File: src/rtl/decode_pkg.sv
// Shared opcodes, format enum and decoded-bundle type for the RV32I/E decode stage.
// DECODE_RV32M_EN adds the is_muldiv bundle field.
package decode_pkg;

  localparam int unsigned XLEN_MAX   = 64;
  localparam int unsigned REG_AW_MAX = 5;

  localparam logic [6:0] OPC_LUI      = 7'b0110111;
  localparam logic [6:0] OPC_AUIPC    = 7'b0010111;
  localparam logic [6:0] OPC_JAL      = 7'b1101111;
  localparam logic [6:0] OPC_JALR     = 7'b1100111;
  localparam logic [6:0] OPC_BRANCH   = 7'b1100011;
  localparam logic [6:0] OPC_LOAD     = 7'b0000011;
  localparam logic [6:0] OPC_STORE    = 7'b0100011;
  localparam logic [6:0] OPC_OP_IMM   = 7'b0010011;
  localparam logic [6:0] OPC_OP       = 7'b0110011;
  localparam logic [6:0] OPC_MISC_MEM = 7'b0001111;
  localparam logic [6:0] OPC_SYSTEM   = 7'b1110011;

  localparam logic [31:0] INST_EBREAK = 32'h0010_0073;
  localparam logic [31:0] INST_ECALL  = 32'h0000_0073;

  typedef enum logic [2:0] {
    FMT_R    = 3'd0,
    FMT_I    = 3'd1,
    FMT_S    = 3'd2,
    FMT_B    = 3'd3,
    FMT_U    = 3'd4,
    FMT_J    = 3'd5,
    FMT_NONE = 3'd6
  } fmt_e;

  // pc/imm sized for the widest datapath; the stage truncates to its XLEN
  typedef struct packed {
    logic [XLEN_MAX-1:0]   pc;
    logic [6:0]            opcode;
    logic [2:0]            funct3;
    logic [6:0]            funct7;
    logic [REG_AW_MAX-1:0] rs1, rs2, rd;
    logic                  rs1_en, rs2_en, rd_we;
    logic [XLEN_MAX-1:0]   imm;
    fmt_e                  fmt;
    logic                  ebreak, ecall, illegal;
`ifdef DECODE_RV32M_EN
    logic                  is_muldiv;
`endif
  } dec_bundle_t;

endpackage

File: src/rtl/decode_stage_if.sv
// Fetch-side handshake and execute-side decoded bundle of decode_stage.
// is_muldiv exists only when DECODE_RV32M_EN is defined.
interface decode_stage_if import decode_pkg::*; #(
  parameter int unsigned XLEN   = 32,
  parameter int unsigned REG_AW = 5
) ();
  logic              flush;
  logic              in_valid;
  logic              in_ready;
  logic [31:0]       inst;
  logic [XLEN-1:0]   pc;
  logic              out_valid;
  logic              out_ready;
  logic [XLEN-1:0]   out_pc;
  logic [6:0]        opcode;
  logic [2:0]        funct3;
  logic [6:0]        funct7;
  logic [REG_AW-1:0] rs1, rs2, rd;
  logic              rs1_en, rs2_en, rd_we;
  logic [XLEN-1:0]   imm;
  fmt_e              fmt;
  logic              ebreak, ecall, illegal;
`ifdef DECODE_RV32M_EN
  logic              is_muldiv;
`endif

  modport master (
    output flush, in_valid, inst, pc, out_ready,
    input  in_ready, out_valid, out_pc, opcode, funct3, funct7, rs1, rs2, rd,
           rs1_en, rs2_en, rd_we, imm, fmt, ebreak, ecall, illegal
`ifdef DECODE_RV32M_EN
         , is_muldiv
`endif
  );

  modport slave (
    input  flush, in_valid, inst, pc, out_ready,
    output in_ready, out_valid, out_pc, opcode, funct3, funct7, rs1, rs2, rd,
           rs1_en, rs2_en, rd_we, imm, fmt, ebreak, ecall, illegal
`ifdef DECODE_RV32M_EN
         , is_muldiv
`endif
  );
endinterface

File: src/rtl/decode_comb.sv
// Purely combinational RV32I/E instruction decoder producing a dec_bundle_t.
// DECODE_RV32M_EN makes OP with funct7 = 0x01 legal and sets is_muldiv.
module decode_comb import decode_pkg::*; #(
  parameter int unsigned XLEN   = 32,
  parameter int unsigned REG_AW = 5
) (
  input  logic [31:0]     inst,
  input  logic [XLEN-1:0] pc,
  output dec_bundle_t     dec_c
);
  logic [6:0] opcode, funct7;
  logic [2:0] funct3;
  logic [4:0] rs1_f, rs2_f, rd_f;
  logic       use_rd, use_rs1, use_rs2, known, bad_fn, bad_reg, illegal;
  fmt_e       fmt;
  logic [XLEN_MAX-1:0] imm;

  assign opcode = inst[6:0];
  assign funct3 = inst[14:12];
  assign funct7 = inst[31:25];
  assign rd_f   = inst[11:7];
  assign rs1_f  = inst[19:15];
  assign rs2_f  = inst[24:20];

  function automatic logic reg_fits(input logic [4:0] idx);
    return (idx >> REG_AW) == 5'd0;
  endfunction

  // Format, operand usage and funct-field legality per opcode
  always_comb begin
    fmt     = FMT_NONE;
    use_rd  = 1'b0;
    use_rs1 = 1'b0;
    use_rs2 = 1'b0;
    known   = 1'b1;
    bad_fn  = 1'b0;
    case (opcode)
      OPC_LUI, OPC_AUIPC: begin fmt = FMT_U; use_rd = 1'b1; end
      OPC_JAL:            begin fmt = FMT_J; use_rd = 1'b1; end
      OPC_JALR, OPC_LOAD: begin fmt = FMT_I; use_rd = 1'b1; use_rs1 = 1'b1; end
      OPC_BRANCH:         begin fmt = FMT_B; use_rs1 = 1'b1; use_rs2 = 1'b1; end
      OPC_STORE:          begin fmt = FMT_S; use_rs1 = 1'b1; use_rs2 = 1'b1; end
      OPC_OP_IMM: begin
        fmt     = FMT_I;
        use_rd  = 1'b1;
        use_rs1 = 1'b1;
        if (funct3 == 3'b001)      bad_fn = funct7 != 7'h00;
        else if (funct3 == 3'b101) bad_fn = !(funct7 == 7'h00 || funct7 == 7'h20);
      end
      OPC_OP: begin
        fmt     = FMT_R;
        use_rd  = 1'b1;
        use_rs1 = 1'b1;
        use_rs2 = 1'b1;
        case (funct7)
          7'h00:   bad_fn = 1'b0;
          7'h20:   bad_fn = !(funct3 == 3'b000 || funct3 == 3'b101);
`ifdef DECODE_RV32M_EN
          7'h01:   bad_fn = 1'b0;
`endif
          default: bad_fn = 1'b1;
        endcase
      end
      OPC_MISC_MEM, OPC_SYSTEM: fmt = FMT_NONE;
      default: known = 1'b0;
    endcase
  end

  assign bad_reg = (use_rd  && !reg_fits(rd_f))  ||
                   (use_rs1 && !reg_fits(rs1_f)) ||
                   (use_rs2 && !reg_fits(rs2_f));
  assign illegal = !known || (inst[1:0] != 2'b11) || bad_fn || bad_reg;

  // Immediate reassembly, sign-extended from inst[31]
  always_comb begin
    imm = '0;
    case (fmt)
      FMT_I: imm = {{(XLEN_MAX-12){inst[31]}}, inst[31:20]};
      FMT_S: imm = {{(XLEN_MAX-12){inst[31]}}, inst[31:25], inst[11:7]};
      FMT_B: imm = {{(XLEN_MAX-13){inst[31]}}, inst[31], inst[7], inst[30:25], inst[11:8], 1'b0};
      FMT_U: imm = {{(XLEN_MAX-32){inst[31]}}, inst[31:12], 12'b0};
      FMT_J: imm = {{(XLEN_MAX-21){inst[31]}}, inst[31], inst[19:12], inst[20], inst[30:21], 1'b0};
      default: imm = '0;
    endcase
  end

  always_comb begin
    dec_c         = '0;
    dec_c.pc      = XLEN_MAX'(pc);
    dec_c.opcode  = opcode;
    dec_c.funct3  = funct3;
    dec_c.funct7  = funct7;
    dec_c.rs1     = (use_rs1 && !illegal) ? rs1_f : 5'd0;
    dec_c.rs2     = (use_rs2 && !illegal) ? rs2_f : 5'd0;
    dec_c.rd      = (use_rd  && !illegal) ? rd_f  : 5'd0;
    dec_c.rs1_en  = use_rs1 && !illegal;
    dec_c.rs2_en  = use_rs2 && !illegal;
    dec_c.rd_we   = use_rd && !illegal && (rd_f != 5'd0);
    dec_c.imm     = imm;
    dec_c.fmt     = fmt;
    dec_c.ebreak  = inst == INST_EBREAK;
    dec_c.ecall   = inst == INST_ECALL;
    dec_c.illegal = illegal;
`ifdef DECODE_RV32M_EN
    dec_c.is_muldiv = (opcode == OPC_OP) && (funct7 == 7'h01) && !illegal;
`endif
  end

endmodule

File: src/rtl/decode_stage.sv
// Registered RV32I/E decode stage: decode_comb feeding a 2-entry (main + skid) buffer.
// Define DECODE_RV32M_EN to accept M-extension ops and expose is_muldiv.
module decode_stage import decode_pkg::*; #(
  parameter int unsigned XLEN   = 32,
  parameter int unsigned REG_AW = 5
) (
  input logic           clk,
  input logic           rst_n,
  decode_stage_if.slave bus
);
  typedef enum logic [1:0] {EMPTY, ONE, FULL} state_e;

  state_e      state;
  dec_bundle_t dec_c, main_q, skid_q;
  logic        out_valid_q, in_ready_q;
  logic        accept, drain;

  decode_comb #(.XLEN(XLEN), .REG_AW(REG_AW)) u_comb (
    .inst  (bus.inst),
    .pc    (bus.pc),
    .dec_c (dec_c)
  );

  assign accept = bus.in_valid & in_ready_q;
  assign drain  = out_valid_q & bus.out_ready;

  // Buffer occupancy; in_ready/out_valid are registered copies of the next state
  always_ff @(posedge clk or negedge rst_n) begin
    if (!rst_n) begin
      state       <= EMPTY;
      out_valid_q <= 1'b0;
      in_ready_q  <= 1'b0;
      main_q      <= '0;
      skid_q      <= '0;
    end else if (bus.flush) begin
      state       <= EMPTY;
      out_valid_q <= 1'b0;
      in_ready_q  <= 1'b1;
    end else begin
      case (state)
        EMPTY: begin
          in_ready_q  <= 1'b1;
          out_valid_q <= accept;
          if (accept) begin
            main_q <= dec_c;
            state  <= ONE;
          end
        end
        ONE: begin
          if (accept && drain) begin
            main_q <= dec_c;
          end else if (accept) begin
            skid_q     <= dec_c;
            state      <= FULL;
            in_ready_q <= 1'b0;
          end else if (drain) begin
            state       <= EMPTY;
            out_valid_q <= 1'b0;
          end
        end
        FULL: begin
          if (drain) begin
            main_q     <= skid_q;
            state      <= ONE;
            in_ready_q <= 1'b1;
          end
        end
        default: state <= EMPTY;
      endcase
    end
  end

  assign bus.in_ready  = in_ready_q;
  assign bus.out_valid = out_valid_q;
  assign bus.out_pc    = XLEN'(main_q.pc);
  assign bus.opcode    = main_q.opcode;
  assign bus.funct3    = main_q.funct3;
  assign bus.funct7    = main_q.funct7;
  assign bus.rs1       = REG_AW'(main_q.rs1);
  assign bus.rs2       = REG_AW'(main_q.rs2);
  assign bus.rd        = REG_AW'(main_q.rd);
  assign bus.rs1_en    = main_q.rs1_en;
  assign bus.rs2_en    = main_q.rs2_en;
  assign bus.rd_we     = main_q.rd_we;
  assign bus.imm       = XLEN'(main_q.imm);
  assign bus.fmt       = main_q.fmt;
  assign bus.ebreak    = main_q.ebreak;
  assign bus.ecall     = main_q.ecall;
  assign bus.illegal   = main_q.illegal;
`ifdef DECODE_RV32M_EN
  assign bus.is_muldiv = main_q.is_muldiv;
`endif

endmodule

File: src/flat_wrapper.sv
// flat-port wrapper written by rule: the top's interface ports become plain ports
module decode_stage_flat import decode_pkg::*;
#(
  parameter int unsigned XLEN   = 32,
  parameter int unsigned REG_AW = 5
)
  (clk, rst_n, bus_flush, bus_in_valid, bus_inst, bus_pc, bus_out_ready, bus_in_ready, bus_out_valid, bus_out_pc, bus_opcode, bus_funct3, bus_funct7, bus_rs1, bus_rs2, bus_rd, bus_rs1_en, bus_rs2_en, bus_rd_we, bus_imm, bus_fmt, bus_ebreak, bus_ecall, bus_illegal);
  decode_stage_if #(.XLEN(XLEN), .REG_AW(REG_AW)) bus_i ();
  input logic clk;
  input logic rst_n;
  input wire logic [$bits(bus_i.flush)-1:0] bus_flush;
  input wire logic [$bits(bus_i.in_valid)-1:0] bus_in_valid;
  input wire logic [$bits(bus_i.inst)-1:0] bus_inst;
  input wire logic [$bits(bus_i.pc)-1:0] bus_pc;
  input wire logic [$bits(bus_i.out_ready)-1:0] bus_out_ready;
  output wire logic [$bits(bus_i.in_ready)-1:0] bus_in_ready;
  output wire logic [$bits(bus_i.out_valid)-1:0] bus_out_valid;
  output wire logic [$bits(bus_i.out_pc)-1:0] bus_out_pc;
  output wire logic [$bits(bus_i.opcode)-1:0] bus_opcode;
  output wire logic [$bits(bus_i.funct3)-1:0] bus_funct3;
  output wire logic [$bits(bus_i.funct7)-1:0] bus_funct7;
  output wire logic [$bits(bus_i.rs1)-1:0] bus_rs1;
  output wire logic [$bits(bus_i.rs2)-1:0] bus_rs2;
  output wire logic [$bits(bus_i.rd)-1:0] bus_rd;
  output wire logic [$bits(bus_i.rs1_en)-1:0] bus_rs1_en;
  output wire logic [$bits(bus_i.rs2_en)-1:0] bus_rs2_en;
  output wire logic [$bits(bus_i.rd_we)-1:0] bus_rd_we;
  output wire logic [$bits(bus_i.imm)-1:0] bus_imm;
  output wire logic [$bits(bus_i.fmt)-1:0] bus_fmt;
  output wire logic [$bits(bus_i.ebreak)-1:0] bus_ebreak;
  output wire logic [$bits(bus_i.ecall)-1:0] bus_ecall;
  output wire logic [$bits(bus_i.illegal)-1:0] bus_illegal;
  assign bus_i.flush = bus_flush;
  assign bus_i.in_valid = bus_in_valid;
  assign bus_i.inst = bus_inst;
  assign bus_i.pc = bus_pc;
  assign bus_i.out_ready = bus_out_ready;
  assign bus_in_ready = bus_i.in_ready;
  assign bus_out_valid = bus_i.out_valid;
  assign bus_out_pc = bus_i.out_pc;
  assign bus_opcode = bus_i.opcode;
  assign bus_funct3 = bus_i.funct3;
  assign bus_funct7 = bus_i.funct7;
  assign bus_rs1 = bus_i.rs1;
  assign bus_rs2 = bus_i.rs2;
  assign bus_rd = bus_i.rd;
  assign bus_rs1_en = bus_i.rs1_en;
  assign bus_rs2_en = bus_i.rs2_en;
  assign bus_rd_we = bus_i.rd_we;
  assign bus_imm = bus_i.imm;
  assign bus_fmt = bus_i.fmt;
  assign bus_ebreak = bus_i.ebreak;
  assign bus_ecall = bus_i.ecall;
  assign bus_illegal = bus_i.illegal;
  decode_stage #(.XLEN(XLEN), .REG_AW(REG_AW)) u_core (.clk(clk), .rst_n(rst_n), .bus(bus_i));
endmodule
File: config.mk
export PLATFORM = sky130hd
export DESIGN_NAME = decode_stage_flat
export DESIGN_NICKNAME = d
export VERILOG_FILES = /design/src/rtl/decode_pkg.sv /design/src/rtl/decode_stage_if.sv /design/src/rtl/decode_comb.sv /design/src/rtl/decode_stage.sv /design/src/flat_wrapper.sv
export SDC_FILE = /design/constraint.sdc
export NUM_CORES = 1
export LEC_CHECK = 0
export CORE_ASPECT_RATIO = 2
export CORE_MARGIN = 2
export CORE_UTILIZATION = 53
export DETAILED_ROUTE_END_ITERATION = 6
export GPL_TIMING_DRIVEN = 0
export PLACE_DENSITY = 0.8
export SYNTH_ARGS = -nofsm -noshare
export SYNTH_HDL_FRONTEND = slang
export SYNTH_SLANG_ARGS = --single-unit
File: constraint.sdc
create_clock -name clk -period 3.1 [get_ports clk]
set_clock_uncertainty 0.05 [all_clocks]
set_input_delay 0.31 -clock clk [delete_from_list [all_inputs] [get_ports clk]]
set_output_delay 0.31 -clock clk [all_outputs]
set_load 0.01 [all_outputs]
==> results of run 1 <==
==> final cells by class <==
class / instances / area [µm²]
antenna: 1 / 2.50
buffer: 75 / 295
clock buffer: 26 / 532
clock inverter: 6 / 109
fill: 1474 / 5720
inverter: 12 / 45.0
multi-input combinational: 741 / 4110
sequential: 214 / 5360
tap: 216 / 270
timing repair buffer: 175 / 1770
==> worst paths after layout <==
path,slack [ns],end,startpoint
hold / removal,0.12,u_core.skid_q[95],bus_inst[12]
min in group asynchronous,0.38,u_core.bus.out_pc[24],rst_n
hold reg to reg,0.42,u_core.skid_q[127],u_core.skid_q[127]
max in group asynchronous,1.54,u_core.skid_q[35],rst_n
setup / recovery,0.19,u_core.bus.out_pc[7],u_core.state[0]
setup reg to reg,0.19,u_core.bus.out_pc[7],u_core.state[0]
==> worst max-delay path: stages (launching register included) <==
cell and delay (ns):
dfrtp_1 0.43, inv_1 0.10, ha_1 0.14, clkbuf_1 0.39
a21bo_2 0.31, o2111ai_1 0.42, clkbuf_2 0.38, clkbuf_1 0.42
nand2_1 0.09, o21ai_0 0.08
==> power by group through the flow <==
stage	clock (mW)	sequential (mW)	combinational (mW)
after floorplan	0	4.43	1.66
after global placement	0	4.29	3.72
after detailed placement	0	4.31	3.79
after CTS	2.49	4.27	3.82
after global routing	2.60	4.37	4.19
final	2.46	4.27	3.80
==> flip-flops by register name (all words and copies together), names as in the netlist, 3 cells and up <==
register / cells
u_core.bus.fmt: 3
u_core.bus.funct3: 3
u_core.bus.funct7: 7
u_core.bus.imm: 32
u_core.bus.opcode: 7
u_core.bus.out_pc: 32
u_core.bus.rd: 5
u_core.bus.rs1: 5
u_core.bus.rs2: 5
u_core.skid_q: 105
==> through the flow <==
step,TNS (ns),setup slack [ns],cells,total power [mW]
global route,0,0.0292,1466,11.2
CTS,-0.00210,-0.00210,1465,10.6
detailed placement,-2.35,-0.0907,1432,8.10
floorplan,0,0.829,1042,6.09
finish,0,0.191,1466,10.5
global placement,-1550.16,-7.23,1431,8.00
==> cells by family after synthesis <==
family | Yosys count
AO/OA/AOI/OAI | 287
multiplexers | 54
adder cells (fa/ha/maj) | 4
flip-flops | 214
AND/OR/NAND/NOR | 395
XOR/XNOR | 1
buffers and inverters | 87
==> cell usage in the layout, fill, tap and decap left out, types with 6 or more instances in the layout <==
master,synthesis,routed
a211oi_1,12,12
a21oi_1,37,37
a221o_1,7,7
a22o_1,16,16
a22oi_1,18,18
and2_1,8,8
clkbuf_1,72,68
clkbuf_16,0,19
clkbuf_2,0,8
clkdlybuf4s50_1,0,172
dfrtp_1,214,214
inv_1,12,12
mux2i_1,51,51
nand2_1,292,292
nand3_1,28,28
nor2_1,29,29
nor4_1,6,6
o211ai_1,7,7
o21a_1,7,7
o21ai_0,136,136
o21ai_1,6,6
o21ai_2,6,6
==> per-layer routing <==
| metal | vias up | global-route usage |
|---|---|---|
| met5 | - | 0 |
| met1 | 4238 | 0.345 |
| met3 | 105 | 0.0381 |
| met4 | 0 | 0.163 |
| li1 | 4014 | - |
| met2 | 331 | 0.540 |
==> what timing repair did <==
action	CTS	global route
buffers inserted	0	0
pin swaps	0	0
gates cloned	0	0
setup endpoints to repair	2	62
resized for setup	2	12
hold buffers	1	0
hold endpoints to repair	89	0
==> summary.md, run 1 <==
| Metric | Value |
|---|---|
| Status | completed |
| YS warnings | 0 |
| Max Freq | 0.344 GHz |
| Largest family of logic cells by synthesized area | compound AO/OA/AOI/OAI gates |
| PwrDens | 843 nW/µm² |
| Met2 wire len | 15.7 mm |
| GRT overflow | 0 |
| Arr. time, crit path | 3.26 ns |
| Initial drt markers | 634 |
| Synth area leader | dfrtp_1 |
| Detailed Place HPWL | 21.7 mm |
| CTS Sinks | 214 |
| Wire per inst | 20.0 µm |
| Layout cells sized above 1 | 0.0520 |
| Synth top cells by count | nand2_1, dfrtp_1, o21ai_0 |
| Maxcap violations | 0 |
| Vias | 8688 |
| CTS buffer count | 19 |
| GRT Util Overall | 0.303 |
| CTS Buffer Depth | 3 |
| Fraction of registers with async set/reset | 1.00 |
| Via count of the first global-routing pass | 8886 |
| Comb power frac | 0.361 |
| First-pass GRT wire length | 46.7 mm |
| RSZ-0062 raised after global routing | false |
| First-pass detailed-route iteration total | 5 |
| Final Util | 0.686 |
| Largest net degree at the start of global routing | 126 |
| Mapped cell area | 9800 µm² |
| Yosys reg bits | 214 |
| Sw Share | 0.347 |
| Syn-to-layout area delta | 27.5% |
| Antenna violation net count after detailed routing | 0 |
| Port-buffer cells | 173 |
| Root buf cell | clkbuf_16 |
| Leakage | 5.39 nW |
| CP Data Required Time | 3.45 ns |
| Initial antenna violation count | 1 |
| Post-synthesis xor/xnor area fraction | 0.000894 |
| Mapped Avg Cell Area | 9.40 µm² |
| CP startpoint kind | flip-flop |
| Core Box Area | 18200 µm² |
| FP Rows | 70 |
| Skew-Pair Late Insertion Delay | 0.49 ns |
| Adder-Cell Fraction of Synth Area | 0.00511 |
| Final setup fails | 0 |
| Post-DR vias/cell | 5.93 |
| Syn_nets | 1115 |
| Height of the die | 196 µm |
| Initial Utilization | 0.538 |
| Die X | 100 µm |
| Synth area leaders | dfrtp_1, nand2_1, o21ai_0 |
| Design area | 12500 µm² |
| Max layer used | met4 |
| # DRC | 0 |
| Post-synthesis sequential area ratio | 0.547 |
| Net Sw Power | 3.66 mW |
| Post-Syn Instances | 1042 |
| Clock power share | 0.234 |
| Top cell type's share of synthesized area | 0.547 |
| I/O Pins | 176 |
| Post-Synth Simple-Gate Area | 0.174 |
| Final hold slack | 0.119 ns |
| Wire length on met3 | 1.49 mm |
| Hold Crit Class | input port to flip-flop |
| Post-synthesis compound-gate area fraction | 0.184 |
| Synth cell types | 59 |
| Count leader, synth | nand2_1 |
| Clk slew on worst S/H paths | 0.07 ns |
| Mux cell area share after synthesis | 0.0556 |
| Number of cells on the worst hold path | 3 |
| Period utilization | 0.938 |
| CTS tree | done |
| Post-layout net count | 1311 |
| CP Class | flip-flop to flip-flop |
| Post-synth EDFFs | 0 |
| WL final | 29.3 mm |
| FF-to-FF path depth | 9 |
| Max VDD drop | 0.639 mV |
| Placed cell area | 11800 µm² |
| Gp weighted congestion | 0.936 |
| Internal Power | 6.88 mW |
| DIE AREA | 19700 µm² |
| Fin crit period | 2.91 ns |
| Fin. Hold Viols | 0 |
| H-Tree Level Count | 1 |
| CP max FO | 10 |
| DRT met1 WL | 10.4 mm |
| Crit. End Element | flip-flop |
| Primary FF master, synth | dfrtp_1 |
| Slew HR | 0.359 |
| Max Slew Vio Count | 0 |
| Flop pwr share | 0.405 |
| Actual slew at the worst max-slew pin | 0.960 ns |
Note: power is estimated with default switching activity, not from simulation.
==> inputs of run 2 (changes only) <==
CORE_MARGIN = 4   (was 2)
clock period = 3.15 ns   (was 3.1 ns; I/O delays follow)
==> summary.md, run 2 (synthesis results as in run 1) <==
| Metric | Value |
|---|---|
| Status | completed (unchanged) |
| Vias | 8648 (was 8688) |
| CP Buf/Inv Count | 4 (unchanged) |
| Reg with most FFs | u_core.skid_q (unchanged) |
| Detailed Place HPWL | 22.0 mm (was 21.7 mm) |
| Antenna violation net count after detailed routing | 0 (unchanged) |
| Wire per inst | 20.2 µm (was 20.0 µm) |
| Final hold slack | 0.131 ns (was 0.119 ns) |
| Root buf cell | clkbuf_16 (unchanged) |
| Max incr delay on CP | 0.54 ns (was 0.43 ns) |
| Die X | 104 µm (was 100 µm) |
| Slowest CP cell | clkbuf_1 (was dfrtp_1) |
| First-pass detailed-route iteration total | 5 (unchanged) |
| Crit path cell chain | inv_1, ha_1, clkbuf_1, a21bo_2, o2111ai_2, clkbuf_1, clkbuf_1, nand2_1, o21ai_0 (was inv_1, ha_1, clkbuf_1, a21bo_2, o2111ai_1, clkbuf_2, clkbuf_1, nand2_1, o21ai_0) |
| Height of the die | 200 µm (was 196 µm) |
| Setup Fix Bufs, Post-CTS | 0 (unchanged) |
| Commonest cells after routing, fill and taps aside | nand2_1, dfrtp_1, clkdlybuf4s50_1 (unchanged) |
| H-Tree Level Count | 1 (unchanged) |
| FP Rows | 70 (unchanged) |
| Skew-Pair Late Insertion Delay | 0.50 ns (was 0.49 ns) |
| Crit. End Element | flip-flop (unchanged) |
| CTS Buffer Depth | 3 (unchanged) |
| Fill cells | 1458 (was 1474) |
| CTS buffer count | 20 (was 19) |
| I/O Pins | 176 (unchanged) |
| Clk slew on worst S/H paths | 0.07 ns (about the same) |
| Maxcap violations | 0 (unchanged) |
| Final setup fails | 0 (unchanged) |
| CP max FO | 10 (unchanged) |
| CTS Sinks | 214 (unchanged) |
| PwrDens | 842 nW/µm² (was 843 nW/µm²) |
| Gp weighted congestion | 0.930 (was 0.936) |
| Post-DR vias/cell | 5.89 (was 5.93) |
| Arr. time, crit path | 3.28 ns (was 3.26 ns) |
| Port-buffer cells | 173 (unchanged) |
| Fin crit period | 2.92 ns (was 2.91 ns) |
| Slew HR | 0.419 (was 0.359) |
| DIE AREA | 20900 µm² (was 19700 µm²) |
| Syn-to-layout area delta | 28.3% (was 27.5%) |
| Max Freq | 0.343 GHz (was 0.344 GHz) |
| RSZ-0062 raised after global routing | false (unchanged) |
| GRT Util Overall | 0.284 (was 0.303) |
| Initial drt markers | 637 (was 634) |
| WL final | 29.7 mm (was 29.3 mm) |
| CP Data Required Time | 3.51 ns (was 3.45 ns) |
| GRT overflow | 0 (unchanged) |
| Post-layout net count | 1312 (was 1311) |
| Design area | 12600 µm² (was 12500 µm²) |
| Actual slew at the worst max-slew pin | 0.869 ns (was 0.960 ns) |
| Final Util | 0.690 (was 0.686) |
| Period utilization | 0.926 (was 0.938) |
| Layout cells sized above 1 | 0.0511 (was 0.0520) |
| CP most frequent cell | clkbuf_1 (unchanged) |
| Initial Utilization | 0.538 (unchanged) |
| Cell family with most CP delay | buffers and inverters (unchanged) |
| CP startpoint kind | flip-flop (unchanged) |
| Via count of the first global-routing pass | 8863 (was 8886) |
| # DRC | 0 (unchanged) |
| Fin. Hold Viols | 0 (unchanged) |
| Hold Crit Class | input port to flip-flop (unchanged) |
| Largest net degree at the start of global routing | 109 (was 126) |
| Initial antenna violation count | 1 (unchanged) |
| Commonest non-fill, non-tap cell in the layout | nand2_1 (unchanged) |
| CP Class | flip-flop to flip-flop (unchanged) |
| Core Box Area | 18200 µm² (unchanged) |
| Largest register FFs | 105 (unchanged) |
| Max VDD drop | 0.543 mV (was 0.639 mV) |
| Placed cell area | 11800 µm² (unchanged) |
| Max Slew Vio Count | 0 (unchanged) |
| Leakage | 5.41 nW (was 5.39 nW) |
| First-pass GRT wire length | 47.5 mm (was 46.7 mm) |
| CTS tree | done (unchanged) |
==> run 2: cell types whose count changed in the layout (fill, tap and decap cells not counted), sizes merged <==
cell / previous run / this run
clkinvlp: 0 / 2
clkbuf: 98 / 99
==> run 2: power by group <==
group	leakage (nW)	switching [mW]	internal [mW]
logic	2.27	2.07	1.68
clock network	0.350	1.06	1.58
registers	2.79	0.539	3.65
total	5.41	3.67	6.91
==> run 2: final timing paths <==
| path | start | end | slack [ns] | cells past startpoint |
|---|---|---|---|---|
| hold / removal | bus_inst[12] | u_core.skid_q[95] | 0.13 | 3 |
| hold reg to reg | u_core.skid_q[81] | u_core.skid_q[81] | 0.42 | 2 |
| setup / recovery | u_core.state[0] | u_core.bus.imm[17] | 0.23 | 9 |
| max in group asynchronous | rst_n | u_core.skid_q[20] | 1.65 | 3 |
| min in group asynchronous | rst_n | u_core.bus.imm[27] | 0.38 | 2 |
| setup reg to reg | u_core.state[0] | u_core.bus.imm[17] | 0.23 | 9 |
==> run 2: worst register-to-register path, cell delays in order (launching register included) <==
cell	delay, ns
dfrtp_1	0.43
inv_1	0.10
ha_1	0.14
clkbuf_1	0.31
a21bo_2	0.30
o2111ai_2	0.26
clkbuf_1	0.43
clkbuf_1	0.55
nand2_1	0.14
o21ai_0	0.11
==> run 2: cell type report <==
type / instances / area [µm²] / share of cell area
antenna: 1 / 2.50 / 0.000199
buffer: 75 / 285 / 0.0227
clock buffer: 27 / 598 / 0.0476
clock inverter: 8 / 120 / 0.00956
inverter: 12 / 45.0 / 0.00358
multi-input combinational: 741 / 4120 / 0.328
sequential: 214 / 5360 / 0.426
tap: 216 / 270 / 0.0215
timing repair buffer: 175 / 1770 / 0.141
==> run 2: per-layer routing <==
layer,global-route usage,part of all wire
met1,0.313,0.35
met2,0.534,0.55
met3,0.0381,0.060
met4,0.127,0.046
met5,0,0
==> run 2: repair_timing <==
| action | CTS | global route |
|---|---|---|
| endpoints found under the hold margin | 106 | 0 |
| hold buffers | 1 | 0 |
| gates resized for setup | 0 | 1 |
| endpoints found under the setup margin | 0 | 77 |
==> run 2: through the flow <==
step	std cells	setup slack, ns	total power, mW	setup TNS (ns)
5_1_grt	1469	0.0653	11.2	0
3_3_place_gp	1431	-7.27	7.89	-1554.64
2_1_floorplan	1042	0.879	5.99	0
4_1_cts	1468	0.00670	10.6	0
6_report	1469	0.234	10.6	0
3_5_place_dp	1432	-0.123	7.98	-4.67
